File: src/rtl/add_seq_ctrl_pkg.sv
// Shared arithmetic definitions for the sliced add sequencer.
package arith_pkg;

  // Sequencer states; encodings are fixed for debug visibility.
  typedef enum logic [1:0] {
    IDLE = 2'd0,
    RUN  = 2'd1,
    DONE = 2'd2
  } state_e;

  localparam int unsigned DEF_WIDTH = 32;
  localparam int unsigned DEF_SLICE = 16;

  // Slice index width; a single-slice configuration still needs one bit.
  function automatic int unsigned idx_width(input int unsigned nsl);
    return (nsl > 1) ? $clog2(nsl) : 1;
  endfunction

endpackage

File: src/rtl/add_seq_ctrl_slice.sv
// SLICE-bit ripple adder slice with carry in and carry out.
module add_slice #(
  parameter int unsigned SLICE = 16
) (
  input  logic [SLICE-1:0] a,
  input  logic [SLICE-1:0] b,
  input  logic             ci,
  output logic [SLICE-1:0] s,
  output logic             co
);

  logic [SLICE:0] full;

  // One SLICE+1 bit add; the top bit is the slice carry.
  always_comb begin
    full = {1'b0, a} + {1'b0, b} + {{SLICE{1'b0}}, ci};
    s    = full[SLICE-1:0];
    co   = full[SLICE];
  end

endmodule

File: src/rtl/add_seq_ctrl.sv
// Multi-cycle WIDTH-bit adder: one shared SLICE-bit slice, LSB slice first,
// carry registered between slices, valid/ready on both sides.
module add_seq_ctrl
  import arith_pkg::*;
#(
  parameter int unsigned WIDTH = DEF_WIDTH,
  parameter int unsigned SLICE = DEF_SLICE
) (
  input  logic             clk,
  input  logic             rst_n,
  input  logic             in_valid,
  output logic             in_ready,
  input  logic [WIDTH-1:0] a,
  input  logic [WIDTH-1:0] b,
  input  logic             cin,
  output logic             out_valid,
  input  logic             out_ready,
  output logic [WIDTH-1:0] sum,
  output logic             cout,
  output logic             busy
);

  localparam int unsigned NSL = WIDTH / SLICE;
  localparam int unsigned IW  = idx_width(NSL);
  localparam logic [IW-1:0] LAST_IDX = IW'(NSL - 1);

  if ((SLICE == 0) || (WIDTH % SLICE != 0)) begin : g_bad_cfg
    $error("add_seq_ctrl: WIDTH must be a non-zero multiple of SLICE");
  end

  state_e                    state_q;
  logic [NSL-1:0][SLICE-1:0] a_q;
  logic [NSL-1:0][SLICE-1:0] b_q;
  logic [NSL-1:0][SLICE-1:0] sum_q;
  logic                      carry_q;
  logic                      cout_q;
  logic                      out_valid_q;
  logic [IW-1:0]             idx_q;
  logic [IW-1:0]             idx_d;

  logic [SLICE-1:0]          sl_a;
  logic [SLICE-1:0]          sl_b;
  logic [SLICE-1:0]          sl_s;
  logic                      sl_co;

  // Ready in IDLE, and in DONE only when the result leaves this cycle.
  always_comb begin
    in_ready = 1'b0;
    unique case (state_q)
      IDLE:    in_ready = 1'b1;
      DONE:    in_ready = out_ready;
      default: in_ready = 1'b0;
    endcase
  end

  // Select the operand slices for the current index.
  always_comb begin
    sl_a  = a_q[idx_q];
    sl_b  = b_q[idx_q];
    idx_d = idx_q + IW'(1);
  end

  add_slice #(
    .SLICE (SLICE)
  ) u_slice (
    .a  (sl_a),
    .b  (sl_b),
    .ci (carry_q),
    .s  (sl_s),
    .co (sl_co)
  );

  // Sequencer FSM with operand, carry, index and result registers.
  always_ff @(posedge clk) begin
    if (!rst_n) begin
      state_q     <= IDLE;
      a_q         <= '0;
      b_q         <= '0;
      sum_q       <= '0;
      carry_q     <= 1'b0;
      cout_q      <= 1'b0;
      out_valid_q <= 1'b0;
      idx_q       <= '0;
    end else begin
      unique case (state_q)
        IDLE: begin
          if (in_valid) begin
            a_q     <= a;
            b_q     <= b;
            carry_q <= cin;
            idx_q   <= '0;
            state_q <= RUN;
          end
        end
        RUN: begin
          sum_q[idx_q] <= sl_s;
          carry_q      <= sl_co;
          if (idx_q == LAST_IDX) begin
            cout_q      <= sl_co;
            out_valid_q <= 1'b1;
            state_q     <= DONE;
          end else begin
            idx_q <= idx_d;
          end
        end
        DONE: begin
          if (out_ready) begin
            out_valid_q <= 1'b0;
            // Transfer and new accept in one cycle skip IDLE entirely.
            if (in_valid) begin
              a_q     <= a;
              b_q     <= b;
              carry_q <= cin;
              idx_q   <= '0;
              state_q <= RUN;
            end else begin
              state_q <= IDLE;
            end
          end
        end
        default: begin
          out_valid_q <= 1'b0;
          state_q     <= IDLE;
        end
      endcase
    end
  end

  assign out_valid = out_valid_q;
  assign sum       = sum_q;
  assign cout      = cout_q;
  assign busy      = (state_q != IDLE);

endmodule

File: config.mk
export PLATFORM = sky130hd
export DESIGN_NAME = add_seq_ctrl
export DESIGN_NICKNAME = d
export VERILOG_FILES = /design/src/rtl/add_seq_ctrl_pkg.sv /design/src/rtl/add_seq_ctrl_slice.sv /design/src/rtl/add_seq_ctrl.sv
export SDC_FILE = /design/constraint.sdc
export NUM_CORES = 1
export LEC_CHECK = 0
export BUFFER_PORTS_ARGS = -buffer_cell sky130_fd_sc_hd__buf_4
export CORE_AREA = 2 2 119 121
export DETAILED_ROUTE_END_ITERATION = 8
export DIE_AREA = 0 0 121 123
export GPL_TIMING_DRIVEN = 0
export PLACE_DENSITY_LB_ADDON = 0.3
export SLEW_MARGIN = 25
export SYNTH_ARGS = -nofsm -noshare
export SYNTH_HDL_FRONTEND = slang
export SYNTH_HIERARCHICAL = 1
export SYNTH_SLANG_ARGS = --single-unit
File: constraint.sdc
create_clock -name clk -period 3.71 [get_ports clk]
set_clock_uncertainty 0.15 [all_clocks]
set_input_delay 0.1855 -clock clk [delete_from_list [all_inputs] [get_ports clk]]
set_output_delay 0.1855 -clock clk [all_outputs]
set_load 0.005 [all_outputs]
==> run_results.csv, run 1 <==
group,metric,value,unit
status,outcome,"finished, final reports clean",
synthesis,synthXorXnorAreaFrac,0.0198,
layout,synthToLayoutAreaGrowth,36.0,%
routing,drc,0,
die,placementRows,43,
layout,fin_util,0.531,
worst_setup_path,crit_chain,"buf_12 -> mux2_2 -> fa_1 -> fa_2 -> a21o_4 -> a311oi_2 -> or2_4 -> o31ai_4 -> a221o_1 -> o21ai_0 -> a311oi_1",
sta,finalCriticalPeriod,3.52,ns
synthesis,muxShareOfSynthArea,0.0716,
routing,drt_iter0_drc,297,
clocking,clock_latency,0.36,ns
grt,grt_pass1_wl,25900,um
sta,finalSetupViolations,0,
worst_setup_path,startpoint_type,"flip-flop",
flow_run,cap_violations,0,
grt,track_usage,0.227,
die,die_h,123,um
clocking,cts_tree,"done",
placed_design,hpwl,12200,um
synthesis,synth_nets,702,
routing,vias,5163,
placed_design,io_buffers,103,
sta,max_freq,0.284,GHz
die,die-area,14900,sq um
sta,timing.final.crit_share,0.950,
die,core,13600,sq um
placed_design,post-place-ws,-0.136,ns
grt,grt-ovfl-total,0,
worst_setup_path,critPathCaptureType,"flip-flop",
routing,ant_nets,0,
worst_setup_path,required,3.80,ns
clocking,cts_buffer_depth,2,
synthesis,ys_warn_count,6,
synthesis,ys_ff_latch,102,
synthesis,synth_area,5310,sq um
die,die_w,121,um
clocking,clk_pin_slew_worst_paths,0.07,ns
placed_design,placed_cell_area,6310,sq um
sta,rsz0062_at_grt,"no",
worst_setup_path,worstSetupPathType,"reg2reg",
worst_setup_path,cp_num_buf_inv,1,
routing,firstDrtPassIters,6,
layout,final_nets,876,
power,power_density,376,nW/um^2
die,pin_count,105,
grt,grt_pass1_vias,5114,
hold_path,hp-class,"in2reg",
worst_setup_path,critPathSlowestCell,"fa_1",
sta,timing.final.ws_setup,0.185,ns
synthesis,synthArstFlopShare,0,
synthesis,ys_types,50,
worst_setup_path,cp_slowest_stage_delay,0.47,ns
synthesis,synthAdderAreaFrac,0.0429,
grt,grt_antenna_before_repair,0,
synthesis,synth-edff-count,0,
clocking,cts_root_buf,"clkbuf_16",
sta,worstMarginPinSlew,0.583,ns
worst_setup_path,cp_max_fo,19,
synthesis,synth_top_family_by_area,"compound AO/OA/AOI/OAI gates",
clocking,htreeDepth,3,
layout,layout_commonest_cell,"buf_4",
layout,antenna_cells,0,
clocking,cts_buffers,9,
grt,grt_max_degree,20,
sta,hold_slack,0.00822,ns
sta,drv_slew,0,
synthesis,avgSynthCellArea,8.62,sq um
power,vdd_drop_max,224,uV
power,power_leakage,2.94,nW
clocking,post_cts_buffers,0,
layout,fin_area,7220,sq um
layout,drive_above_1_share,0.247,
worst_setup_path,critPathTopFamily,"compound AO/OA/AOI/OAI gates",
synthesis,synthSimpleGateAreaFrac,0.165,
synthesis,ys.flop_type,"dfxtp_1",
clocking,cts_sinks,102,
sta,finalHoldViolations,0,
routing,post_drt_wl_per_cell,17.0,um
die,start_util,0.390,
routing,routed_via_density,5.30,
synthesis,synthCells,616,
sta,maxSlewHeadroom,0.612,
worst_setup_path,crit_arrival,3.61,ns
layout,layout_common_cells,"buf_4, dfxtp_1, nand2_1",
placed_design,gp_congestion,0.848,
synthesis,yosysSeqAreaShare,0.384,
synthesis,synth_compound_area_frac,0.262,
routing,wl,16600,um
-- state kept, by name (all words and copies together), names as in the netlist --
signal     flops
a_q           32
b_q           32
sum           32
state_q        2
carry_q        1
cout           1
idx_q          1
out_valid      1
-- power breakdown --
part / switching, mW / internal [mW] / leakage [nW]
clock network: 0.420 / 0.521 / 0.134
logic: 0.303 / 0.281 / 1.97
registers: 0.0343 / 1.16 / 0.834
-- worst register-to-register path: stages, from the launching register on --
cell and delay [ns]:
dfxtp_1 0.39, buf_12 0.19, mux2_2 0.39, fa_1 0.47
fa_2 0.38, a21o_4 0.24, a311oi_2 0.29, or2_4 0.21
o31ai_4 0.08, a221o_1 0.37, o21ai_0 0.18, a311oi_1 0.06
-- what timing repair did --
action / CTS / global route
pin swaps: 0 / 1
gates resized for setup: 0 / 4
hold endpoints to repair: 61 / 0
endpoints found under the setup margin: 6 / 3
hold buffers: 61 / 0
-- routing by layer --
layer,GRT usage,share of wire
met5,0,0
met4,0.0894,0.024
met3,0.0337,0.053
met2,0.400,0.49
met1,0.279,0.43
-- path summary, 6_finish.rpt --
check | start | to | slack [ns] | cells after the start
worst max register to register | idx_q | carry_q | 0.19 | 11
worst min-delay path | a[15] | a_q[15] | 0.008 | 3
worst min register to register | sum[0] | sum[0] | 0.31 | 2
worst max-delay path | idx_q | carry_q | 0.19 | 11
-- metrics by stage --
step	setup TNS, ns	cells	power (mW)
6_report	0	975	2.72
5_1_grt	0	975	2.83
4_1_cts	0	975	2.71
3_5_place_dp	-0.195	899	1.74
3_3_place_gp	-0.134	899	1.72
2_1_floorplan	0	616	1.53
-- area by class of cell --
| class | count | area, sq um |
|---|---|---|
| inverters | 3 | 11.3 |
| plain buffers | 52 | 282 |
| repair buffers | 164 | 1380 |
| flip-flops and latches | 102 | 2040 |
| well taps | 180 | 225 |
| clock buffers | 10 | 229 |
| fillers | 1263 | 6390 |
| multi-input cells | 458 | 2990 |
| clock inverters | 6 | 62.6 |
-- Yosys cell counts (3+ instances only) --
| cell | count | area [sq um] |
|---|---|---|
| dfxtp_1 | 102 | 2040 |
| nand2_1 | 78 | 293 |
| o21ai_0 | 75 | 375 |
| nand3_1 | 72 | 360 |
| a21boi_0 | 56 | 420 |
| a21boi_1 | 42 | 315 |
| mux2_2 | 32 | 360 |
| clkbuf_1 | 22 | 82.6 |
| a21oi_1 | 17 | 85.1 |
| buf_2 | 17 | 85.1 |
| ha_1 | 15 | 188 |
| nor2_1 | 15 | 56.3 |
| buf_4 | 12 | 90.1 |
| xor2_1 | 7 | 61.3 |
| nand2b_1 | 5 | 31.3 |
| xnor2_1 | 5 | 43.8 |
| inv_1 | 3 | 11.3 |
-- cell families (layout without fill, tap and decap cells) --
kind of cell	after synthesis	after routing
XOR/XNOR	12	12
buffers and inverters	56	235
multiplexers	34	34
flip-flops	102	102
AO/OA/AOI/OAI	209	209
adder cells (fa/ha/maj)	17	17
AND/OR/NAND/NOR	186	186
Power figures use the tool's default switching activity.
==> run 2, diff against run 1 <==
--- a/config.mk
+++ b/config.mk
@@ -6,9 +6,11 @@
 export NUM_CORES = 1
 export LEC_CHECK = 0
 export BUFFER_PORTS_ARGS = -buffer_cell sky130_fd_sc_hd__buf_4
-export CORE_AREA = 2 2 119 121
+export CELL_PAD_IN_SITES_DETAIL_PLACEMENT = 0
+export CELL_PAD_IN_SITES_GLOBAL_PLACEMENT = 1
+export CORE_AREA = 2 2 123 125
 export DETAILED_ROUTE_END_ITERATION = 8
-export DIE_AREA = 0 0 121 123
+export DIE_AREA = 0 0 125 127
 export GPL_TIMING_DRIVEN = 0
 export PLACE_DENSITY_LB_ADDON = 0.3
 export SLEW_MARGIN = 25
==> run 2 against run 1 <==
Against the previous run:
- highest routed layer unchanged
- sequential power about the same
- final area about the same
- largest cell class unchanged
- worst hold slack got worse by 0.0072 ns
- via count decreased by 2.7%
==> run_results.csv, run 2 (same netlist as run 1, synthesis figures left out) <==
group,metric,value,unit
worst_setup_path,startpoint_type,"flip-flop",
power,power_leakage,2.94,nW
grt,grt_antenna_before_repair,0,
worst_setup_path,cp_max_fo,19,
worst_setup_path,critPathTopFamily,"adder cells",
worst_setup_path,cp_num_buf_inv,2,
worst_setup_path,crit_chain,"buf_12 -> mux2_2 -> fa_1 -> fa_1 -> a21o_4 -> a311oi_2 -> or2_4 -> o221ai_1 -> xnor2_1 -> buf_4 -> nand2_1 -> a21boi_1",
worst_setup_path,critPathSlowestCell,"fa_1",
layout,layout_commonest_cell,"buf_4",
routing,wl,16200,um
sta,setup-tns-final,0,ns
layout,layout_common_cells,"buf_4, dfxtp_1, nand2_1",
layout,drive_above_1_share,0.243,
layout,multi_input_area,2980,sq um
clocking,clk_pin_slew_worst_paths,0.06,ns
routing,vias,5023,
die,die_w,125,um
status,outcome,"finished, final reports clean",
power,p_switching,0.735,mW
layout,fillers,1385,
placed_design,placed_cell_area,6310,sq um
power,comb_power_share,0.217,
clocking,clock_latency,0.35,ns
worst_setup_path,crit_arrival,3.73,ns
worst_setup_path,cp_slowest_stage_delay,0.48,ns
clocking,cts_buffers,9,
sta,drv_slew,0,
grt,grt_max_degree,20,
routing,drt_iter0_drc,222,
layout,finalNonFillerCells,981,
power,internal_power,1.91,mW
routing,routed_via_density,5.12,
grt,grt-ovfl-total,0,
grt,grt_pass1_wl,25500,um
die,start_util,0.368,
worst_setup_path,required,3.84,ns
layout,synthToLayoutAreaGrowth,35.9,%
layout,fin_util,0.501,
worst_setup_path,cp_common_cell,"fa_1",
sta,timing.final.crit_share,0.969,
sta,finalSetupViolations,0,
routing,drc,0,
placed_design,io_buffers,103,
die,placementRows,44,
power,power_density,367,nW/um^2
routing,ant_nets,0,
grt,grt_pass1_vias,5163,
power,vdd_drop_max,206,uV
flow_run,cap_violations,0,
clocking,cts_buffer_depth,2,
sta,finalCriticalPeriod,3.59,ns
clocking,cts_sinks,102,
sta,worstMarginPinSlew,0.531,ns
sta,maxSlewHeadroom,0.646,
layout,fin_area,7220,sq um
sta,max_freq,0.278,GHz
worst_setup_path,critPathCaptureType,"flip-flop",
power,power.share.clock,0.333,
die,die_h,127,um
power,seqPwrFrac,0.449,
die,core,14400,sq um
hold_path,hp-class,"in2reg",
power,switching_share,0.277,
routing,firstDrtPassIters,4,
clocking,cts_root_buf,"clkbuf_16",
placed_design,place_inst,903,
routing,post_drt_wl_per_cell,16.5,um
layout,final_nets,878,
placed_design,hpwl,12100,um
clocking,cts_tree,"done",
layout,antenna_cells,0,
die,pin_count,105,
die,die-area,15900,sq um
placed_design,gp_congestion,0.841,
clocking,htreeDepth,3,
worst_setup_path,worstSetupPathType,"reg2reg",
sta,finalHoldViolations,0,
layout,regArea,2040,sq um
grt,track_usage,0.205,
## run 2: cell count changes in the layout (fill, tap and decap cells not counted), sizes merged
cell	before	now
clkbuf	33	36
buf	132	133
bufinv	1	0
clkinv	2	1
clkinvlp	3	2
dlygate4sd3	61	62
## run 2: final timing paths
check / from / end / slack [ns] / cells past startpoint
max reg2reg: idx_q / sum[10] / 0.12 / 12
max: idx_q / sum[10] / 0.12 / 12
min reg2reg: sum[10] / sum[10] / 0.31 / 2
min: a[22] / a_q[22] / 0.001 / 3
## run 2: worst register-to-register path: cells and delay by family (launching register included)
kind / cells / cell delay, ns
simple gates: 2 / 0.25
flops: 1 / 0.37
buf+inv: 2 / 0.36
fa+ha+maj: 2 / 0.91
xor+xnor: 1 / 0.30
mux: 1 / 0.40
compound gates: 4 / 0.81
## run 2: through the flow
stage / worst slack (ns) / power, mW / hold slack, ns
global placement: -0.158 / 1.72 / 0.298
finish: 0.116 / 2.65 / 0.00106
CTS: 0.0316 / 2.66 / 0.00176
floorplan: 0.238 / 1.53 / 0.182
global route: -0.00796 / 2.77 / 0.0171
detailed placement: -0.165 / 1.73 / 0.300
## run 2: repair_timing
action	in CTS	in global routing
endpoints found under the setup margin	6	4
hold endpoints to repair	62	0
gates resized for setup	0	4
setup buffers	0	1
pin swaps	0	1
hold buffers	62	0
## run 2: area by class of cell
class / instances / share of cell area
clock inverter: 3 / 0.00277
buffer: 52 / 0.0390
clock buffer: 13 / 0.0347
sequential: 102 / 0.283
multi-input combinational: 458 / 0.413
inverter: 3 / 0.00156
tap: 184 / 0.0319
timing repair buffer: 166 / 0.194
## run 2: power groups by stage
| stage | clock [mW] | combinational (mW) | sequential [mW] |
|---|---|---|---|
| after floorplan | 0 | 0.327 | 1.20 |
| after global placement | 0 | 0.509 | 1.21 |
| after detailed placement | 0 | 0.517 | 1.21 |
| after CTS | 0.902 | 0.570 | 1.19 |
| after global routing | 0.944 | 0.633 | 1.20 |
| final | 0.883 | 0.576 | 1.19 |
## run 2: layer usage
layer  track usage  wire [um]  vias up
met1         0.248       7070     2354
met3        0.0343        750       26
met5             0          0        -
met2         0.358       7880      121
met4        0.0902        464        0
li1              -          -     2522
==> run 3, diff against run 2 <==
--- a/config.mk
+++ b/config.mk
@@ -13,6 +13,7 @@
 export DIE_AREA = 0 0 125 127
 export GPL_TIMING_DRIVEN = 0
 export PLACE_DENSITY_LB_ADDON = 0.3
+export RECOVER_POWER = 25
 export SLEW_MARGIN = 25
 export SYNTH_ARGS = -nofsm -noshare
 export SYNTH_HDL_FRONTEND = slang
==> run 3 against run 2 <==
Against the previous run:
- the flow now finishes with violations (negative hold slack)
- flip-flop and latch count stayed put
- maximum frequency is 0.90% higher
- cell count stayed put
- first-iteration DRC count is 3.2% higher
- core utilization stayed put
- combinational power hardly changed
- non-clock buffer count stayed put
- clock power hardly changed
- wire length is 0.28% lower
- critical path depth stayed put
- critical endpoint unchanged
- highest routed layer unchanged
==> run_results.csv, run 3 (same netlist as run 1, synthesis figures left out) <==
group,metric,value,unit
routing,wl,16100,um
layout,fillers,1385,
worst_setup_path,reg2reg_from,"idx_q",
layout,layout_common_cells,"dfxtp_1, buf_4, nand2_1",
worst_setup_path,required,3.85,ns
grt,grt-ovfl-total,0,
routing,wl_met3,759,um
power,power_leakage,2.92,nW
placed_design,place_inst,903,
status,outcome,"finished with violations",
placed_design,hpwl,12100,um
sta,finalCriticalPeriod,3.56,ns
layout,synthToLayoutAreaGrowth,35.9,%
die,die-area,15900,sq um
layout,drive_above_1_share,0.243,
worst_setup_path,crit_arrival,3.70,ns
grt,track_usage,0.205,
worst_setup_path,ff2ff_setup_slack,0.15,ns
routing,firstDrtPassIters,5,
routing,post_drt_wl_per_cell,16.4,um
sta,setup-tns-final,0,ns
power,p_total,2.65,mW
grt,grt_antenna_before_repair,0,
grt,grt_pass1_wl,25500,um
clocking,cts_root_buf,"clkbuf_16",
placed_design,gp_congestion,0.841,
routing,routed_via_density,5.13,
die,pin_count,105,
power,vdd_drop_max,208,uV
placed_design,post-place-ws,-0.165,ns
sta,timing.final.crit_share,0.960,
worst_setup_path,startpoint_type,"flip-flop",
die,die_w,125,um
sta,drv_slew,0,
layout,antenna_cells,0,
clocking,htreeDepth,3,
routing,top_layer,"met4",
die,placementRows,44,
layout,final_nets,878,
worst_setup_path,critPathCaptureType,"flip-flop",
hold_path,min_from,"a[22]",
sta,timing.final.ws_setup,0.148,ns
placed_design,io_buffers,103,
routing,dr_wl_met2,7840,um
clocking,cts_buffers,9,
routing,drc,0,
routing,wl_met1,7050,um
flow_run,cap_violations,0,
clocking,clk_pin_slew_worst_paths,0.07,ns
routing,vias,5035,
worst_setup_path,critPathLaunch,"idx_q",
worst_setup_path,cp_max_fo,19,
sta,finalHoldViolations,1,
layout,layout_commonest_cell,"dfxtp_1",
die,die_h,127,um
power,power_density,366,nW/um^2
hold_path,hp-class,"in2reg",
status,violations,"negative hold slack",
sta,finalSetupViolations,0,
layout,finalNonFillerCells,981,
sta,maxSlewHeadroom,0.647,
sta,worstMarginPinSlew,0.530,ns
routing,drt_iter0_drc,229,
clocking,cts_buffer_depth,2,
layout,fin_util,0.501,
clocking,clock_latency,0.35,ns
grt,grt_max_degree,20,
clocking,cts_sinks,102,
routing,ant_nets,0,
grt,grt_pass1_vias,5163,
die,core,14400,sq um
sta,max_freq,0.281,GHz
die,start_util,0.368,
clocking,cts_tree,"done",
worst_setup_path,worstSetupPathType,"reg2reg",
sta,hold_slack,-0.000879,ns
-- run 3: cell count changes in the layout (fill, tap and decap cells not counted), sizes merged --
| cell | change |
|---|---|
| buf | -33 |
| clkbuf | +33 |
-- run 3: stage by stage --
stage                     instance area (sq um)  hold slack [ns]
after floorplan                            5310            0.182
after global placement                     6310            0.298
after detailed placement                   6310            0.300
after CTS                                  7200          0.00176
after global routing                       7220           0.0171
final                                      7220        -0.000879
-- run 3: where the power goes --
group / total, mW / switching (mW) / leakage [nW] / internal [mW]
clock network: 0.881 / 0.408 / 0.126 / 0.473
registers: 1.19 / 0.0319 / 0.834 / 1.16
logic: 0.574 / 0.292 / 1.96 / 0.282
-- run 3: layout make-up --
| type | count | area [sq um] | share of cell area |
|---|---|---|---|
| Timing Repair Buffer | 166 | 1400 | 0.194 |
| Buffer | 52 | 282 | 0.0390 |
| Clock inverter | 3 | 20.0 | 0.00277 |
| Inverter | 3 | 11.3 | 0.00156 |
| Multi-Input combinational cell | 458 | 2980 | 0.413 |
| Clock buffer | 13 | 250 | 0.0347 |
| Sequential cell | 102 | 2040 | 0.283 |
| Tap cell | 184 | 230 | 0.0319 |
-- run 3: per-layer routing --
layer  track usage  vias to the layer above
met3        0.0343                       26
met4        0.0902                        0
li1              -                     2525
met5             0                        -
met2         0.358                      128
met1         0.248                     2356
-- run 3: final timing paths --
check | endpoint | cells after the start
worst max-delay path | sum[10] | 12
worst min-delay path | a_q[22] | 3
worst min register to register | sum[10] | 2
worst max register to register | sum[10] | 12
-- run 3: timing repair --
item,in CTS,in global routing
buffers inserted,0,1
gates resized for setup,0,4
pin swaps,0,1
setup endpoints to repair,6,4
endpoints found under the hold margin,62,0
hold buffers,62,0
-- run 3: worst max-delay path, stage by stage, from the launching register on --
cell	delay, ns
dfxtp_1	0.37
buf_12	0.19
mux2_2	0.39
fa_1	0.48
fa_1	0.43
a21o_4	0.26
a311oi_2	0.30
or2_4	0.21
o221ai_1	0.13
xnor2_1	0.28
buf_4	0.16
nand2_1	0.04
a21boi_1	0.11
